`config.mk`:
```
export PLATFORM = sky130hd
export DESIGN_NAME = mult_ctrl_fsm
export DESIGN_NICKNAME = d
export VERILOG_FILES = /design/src/rtl/mult_ctrl_fsm.sv
export SDC_FILE = /design/constraint.sdc
export NUM_CORES = 1
export LEC_CHECK = 0
export CAP_MARGIN = 10
export CORE_MARGIN = 4
export CORE_UTILIZATION = 40
export CTS_CLUSTER_DIAMETER = 120
export CTS_CLUSTER_SIZE = 25
export DETAILED_ROUTE_END_ITERATION = 8
export MAX_ROUTING_LAYER = met4
export PLACE_DENSITY_LB_ADDON = 0.3
export SETUP_SLACK_MARGIN = 0.3
export SYNTH_ARGS = -nofsm -noshare
export SYNTH_HDL_FRONTEND = slang
export SYNTH_SLANG_ARGS = --single-unit
```
`constraint.sdc`:
```
create_clock -name clk -period 1.4 [get_ports clk]
set_input_delay 0.28 -clock clk [delete_from_list [all_inputs] [get_ports clk]]
set_output_delay 0.28 -clock clk [all_outputs]
set_load 0.1 [all_outputs]
```
`src/rtl/mult_ctrl_fsm.sv`:
```
// Control FSM for the sequential signed multiplier: synchronises the start button,
// sequences load/shift/done and bounds each run with an iteration counter.
module mult_ctrl_fsm #(
  parameter int unsigned WIDTH       = 8,
  parameter int unsigned SYNC_STAGES = 2,
  parameter int unsigned EARLY_TERM  = 1,
  localparam int unsigned CNT_W      = $clog2(WIDTH + 1)
) (
  input  logic             clk,
  input  logic             rst_n,
  input  logic             BTNC,
  input  logic             z_flag_multiplier,
  output logic             shift_en,
  output logic             reg_en,
  output logic             load,
  output logic             psel,
  output logic             led,
  output logic             done_pulse,
  output logic             busy,
  output logic [CNT_W-1:0] iter_cnt
);

  typedef enum logic [1:0] {StIdle, StLoad, StRun, StDone} state_e;

  state_e                 state_q, state_d;
  logic [SYNC_STAGES-1:0] sync_q;
  logic                   btn_q;
  logic                   btn_s;
  logic                   btn_rise;
  logic [CNT_W-1:0]       cnt_q, cnt_d;
  logic                   done_pulse_q;

  assign btn_s    = sync_q[SYNC_STAGES-1];
  assign btn_rise = btn_s & ~btn_q;

  always_comb begin
    state_d = state_q;
    cnt_d   = cnt_q;
    unique case (state_q)
      StIdle: if (btn_rise) state_d = StLoad;
      StLoad: begin
        state_d = StRun;
        cnt_d   = '0;
      end
      StRun: begin
        // A restart takes priority and does not count as a shift cycle.
        if (btn_rise) begin
          state_d = StLoad;
        end else begin
          cnt_d = cnt_q + CNT_W'(1);
          if (cnt_q == CNT_W'(WIDTH - 1)) begin
            state_d = StDone;
          end else if ((EARLY_TERM != 0) && z_flag_multiplier) begin
            state_d = StDone;
          end
        end
      end
      StDone: if (btn_rise) state_d = StLoad;
      default: state_d = StIdle;
    endcase
  end

  always_ff @(posedge clk or negedge rst_n) begin
    if (!rst_n) begin
      state_q      <= StIdle;
      sync_q       <= '0;
      btn_q        <= 1'b0;
      cnt_q        <= '0;
      done_pulse_q <= 1'b0;
    end else begin
      state_q      <= state_d;
      sync_q       <= {sync_q[SYNC_STAGES-2:0], BTNC};
      btn_q        <= btn_s;
      cnt_q        <= cnt_d;
      done_pulse_q <= (state_d == StDone) && (state_q != StDone);
    end
  end

  always_comb begin
    shift_en = 1'b0;
    reg_en   = 1'b0;
    load     = 1'b0;
    psel     = 1'b0;
    led      = 1'b0;
    busy     = 1'b0;
    unique case (state_q)
      StIdle: ;
      StLoad: begin
        load   = 1'b1;
        reg_en = 1'b1;
        busy   = 1'b1;
      end
      StRun: begin
        shift_en = 1'b1;
        reg_en   = 1'b1;
        psel     = 1'b1;
        busy     = 1'b1;
      end
      StDone: begin
        led  = 1'b1;
        psel = 1'b1;
      end
      default: ;
    endcase
  end

  assign done_pulse = done_pulse_q;
  assign iter_cnt   = cnt_q;

endmodule

```
======== Yosys cells after proc, flatten, opt, wreduce, memory -nomap -nowiden ========
Index checks and enable logic that the tools add are counted.
Widths: inputs -> output; s select.
word-level totals
  output and inout bits ................... 11
  register bits ........................... 10
  input port bits ......................... 4
cells by class
  bitwise operators ....................... 2
  muxes and demuxes ....................... 12
  add/sub/neg operators ................... 1
  equal/unequal tests ..................... 7
  reductions and logical operators ........ 7
operators with widths
  cell                 number
  $mux 2               4
  $pmux 4 s2           1
  $eq 2x2->1 const B   3
  $pmux 2 s3           1
  $reduce_or 2->1      3
  $mux 1               5
  $add 4x1->4 const B  1
  $eq 4x3->1 const B   1
  $mux 4               1
  $ne 2x2->1 const B   2
  $eq 2x1->1 const B   1
  $logic_not 2->1      1
  $reduce_and 2->1     1
  $reduce_bool 2->1    1
  $and 1x1->1          1
  $logic_and 1x1->1    1
  $not 1->1            1

======== Longest topological paths before layout ========
  word-level depth ........................ 6
  mapped depth ............................ 6

======== Worst setup path before layout ========
Ideal clock, no wire load.
  path kind ............................... register to output
  start ................................... reg state_q[0]
  end ..................................... out psel
  setup slack ............................. -876 ps
  data arrival time ....................... 1996 ps
  cell stages (with the launch flop) ...... 5
  path buffers ............................ 1
  path through ............................ dfrtp_1 -> inv_1 -> ha_1 -> buf_4 -> or2_2
between the ends
  cells in the longest elaborated chain, start to end .. 3
  elaborated cells between the ends (all ways) .. 4
  those cells by class .................... eq/ne (2); mux (1); reduce/logical (1)
RTL lines
  item                         RTL line  source
  from (decl)                  25        state_e state_q, state_d;
  from (signal assigned)       65        state_q <= StIdle;
  from (signal assigned)       71        state_q <= state_d;
  $eq 2x2->1                   86        unique case (state_q)
  $reduce_or 2->1 (no line) *  --
  $mux 1 *                     86
  to (decl)                    16        output logic psel,
Every way passes the cells marked *; elsewhere a longest branch is shown, timed or not.

======== Final worst setup path ========
  start ................................... reg state_q[1]
  end ..................................... out psel
Same word-level chain as after synthesis.

==> impl_metrics.env <==
export IMPL_ys_seq_area_frac=0.466
export IMPL_synth_seq_cells=10
export IMPL_setup_viol=8
export IMPL_synth_distinct_cells=23
export IMPL_syn_area_um2=537
export IMPL_fin_crit_sh=1.16
export IMPL_cpPeakStageDelay_ns=0.45
export IMPL_wl_um=1660
export IMPL_cp_top_family="flip-flops"
export IMPL_fin_worst_skew_ns=0.0148
export IMPL_grt_use_total=0.214
export IMPL_antenna_found_initial=0
export IMPL_worstPathRequired_ns=1.12
export IMPL_cts_tree="built"
export IMPL_start_kind="flip-flop"
export IMPL_clk_pin_slew_ns=0.08
export IMPL_wl_per_cell_um=18.1
export IMPL_holdCritPathClass="in2async"
export IMPL_crit_type="reg2out"
export IMPL_chipWidth_um=44.6
export IMPL_drive_gt1_frac=0.744
export IMPL_drt_iter0_drc=3
export IMPL_port_buffers=14
export IMPL_critPathBufInv=1
export IMPL_cts_buffers=3
export IMPL_dp_cells=77
export IMPL_dpl_hpwl_um=944
export IMPL_cp_data_arrival_time_ns=1.34
export IMPL_fmax_mhz=616
export IMPL_grt_max_degree=11
export IMPL_crit_cells=3
export IMPL_setup_slack_ns=-0.223
export IMPL_cts_max_level=1
export IMPL_start_util=0.453
export IMPL_crit_fanout=3
export IMPL_antenna_left=0
export IMPL_reg2reg_slack_ns=-0.04
export IMPL_drv_cap=0
export IMPL_area_delta_synth_final_pct=101
export IMPL_run_status="finished, violations left"
export IMPL_ys_warn_count=0
export IMPL_clockBufferDepth=2
export IMPL_fin_crit_ns=1.62
export IMPL_gp_congestion=0.751
export IMPL_synthesis_instances=47
export IMPL_coreArea_um2=1190
export IMPL_clk_latency_ns=0.29
export IMPL_antenna_cells=0
export IMPL_slew_viol_final=0
export IMPL_nets=87
export IMPL_rsz0062_at_grt="yes"
export IMPL_syn_nets=55
export IMPL_layout_common_cells="buf_12, buf_4, dfrtp_2, buf_6"
export IMPL_cts_root_buf="clkbuf_4"
export IMPL_grt_pass1_vias=574
export IMPL_grt_pass1_wl_um=2830
export IMPL_fin_setup_tns_ns=-1.11
export IMPL_slew_headroom=0.701
export IMPL_num_rows=12
export IMPL_route_detailed_drc=0
export IMPL_viasPerCell=5.40
export IMPL_final_common_cell="buf_12"
export IMPL_worstSetupEndpointType="output pin"
export IMPL_grt_overflow=0
export IMPL_stdcell_count=92
export IMPL_vias=497
export IMPL_hold_violations=0
export IMPL_violations="negative setup slack"
export IMPL_dieArea_um2=1990
export IMPL_fin_util=0.909
export IMPL_fp_dieH_um=44.6
export IMPL_tightest_slew_ns=0.448
export IMPL_clkSinkCount=10
export IMPL_cp_slowest_cell="dfrtp_2"
export IMPL_avgSynthCellArea_um2=11.4
export IMPL_dr_pass1_iters=3
export IMPL_io_pins=15
export IMPL_cp_cell_sequence="ha_4, or2_4, buf_12"
export IMPL_reg2reg_depth=7
cells in the mapped netlist:
master | instances | area, um2
mux2i_1 | 1 | 10.0
o21ai_1 | 1 | 5.00
and3b_1 | 1 | 8.76
or2_4 | 1 | 8.76
buf_4 | 2 | 15.0
o211ai_2 | 1 | 12.5
or2_2 | 1 | 6.26
o21ai_0 | 4 | 20.0
dfrtp_1 | 10 | 250
a21oi_1 | 1 | 5.00
nor2_1 | 1 | 3.75
ha_1 | 4 | 50.1
a31oi_1 | 3 | 18.8
inv_1 | 6 | 22.5
and3_1 | 1 | 6.26
nor2b_4 | 1 | 13.8
a2111oi_2 | 1 | 15.0
buf_6 | 1 | 11.3
or2b_1 | 1 | 7.51
a22o_1 | 2 | 17.5
mux2_4 | 1 | 15.0
xnor2_1 | 1 | 8.76
nand3_1 | 1 | 5.00
path summary, 6_finish.rpt:
check	startpoint	endpoint
hold / removal	rst_n	btn_q
max in group asynchronous	rst_n	done_pulse
setup reg to reg	state_q[1]	iter_cnt[2]
setup / recovery	state_q[1]	psel
hold reg to reg	sync_q[0]	sync_q[1]
min in group clk	sync_q[0]	sync_q[1]
kinds of logic after synthesis:
| family | synth area share |
|---|---|
| AO/OA/AOI/OAI | 0.175 |
| adder cells (fa/ha/maj) | 0.0932 |
| multiplexers | 0.0466 |
| XOR/XNOR | 0.0163 |
| buffers and inverters | 0.0909 |
| AND/OR/NAND/NOR | 0.112 |
| flip-flops | 0.466 |
what timing repair did:
item                                    4_1_cts  5_1_grt
endpoints found under the setup margin       18       18
hold buffers                                  0        0
hold endpoints to repair                      0        0
setup buffers                                10        1
cloned                                        0        0
pin swaps                                    12        7
gates resized for setup                      17        1
flip-flops by register name (all words and copies together) (netlist names):
name,count
iter_cnt,4
done_pulse,1
state_q,2
sync_q,2
btn_q,1
stage by stage:
step | worst slack [ns] | hold slack, ns | area (um2)
2_1_floorplan | -0.389 | -0.0156 | 626
3_3_place_gp | 0.0453 | 0.333 | 888
3_5_place_dp | -0.0341 | 0.335 | 888
4_1_cts | -0.193 | 0.335 | 1070
5_1_grt | -0.258 | 0.317 | 1080
6_report | -0.223 | 0.301 | 1080
cell type report:
cell class                 count  area, um2
timing repair buffer          30        397
multi-input combinational     28        338
sequential                    10        264
fill                          41        108
clock buffer                   4       36.3
inverter                       6       26.3
tap                           14       17.5
routing by layer:
layer	track usage	vias up	share of wire	routed length [um]
li1	-	225	-	-
met1	0.235	254	0.39	656
met2	0.344	14	0.53	886
met3	0.0813	4	0.051	85
met4	0.0843	0	0.021	35
met5	-	-	0	0
Power is left out: the tool's default activity adds up to more than one toggle a clock period on the data nets, which glitch-free logic cannot reach.
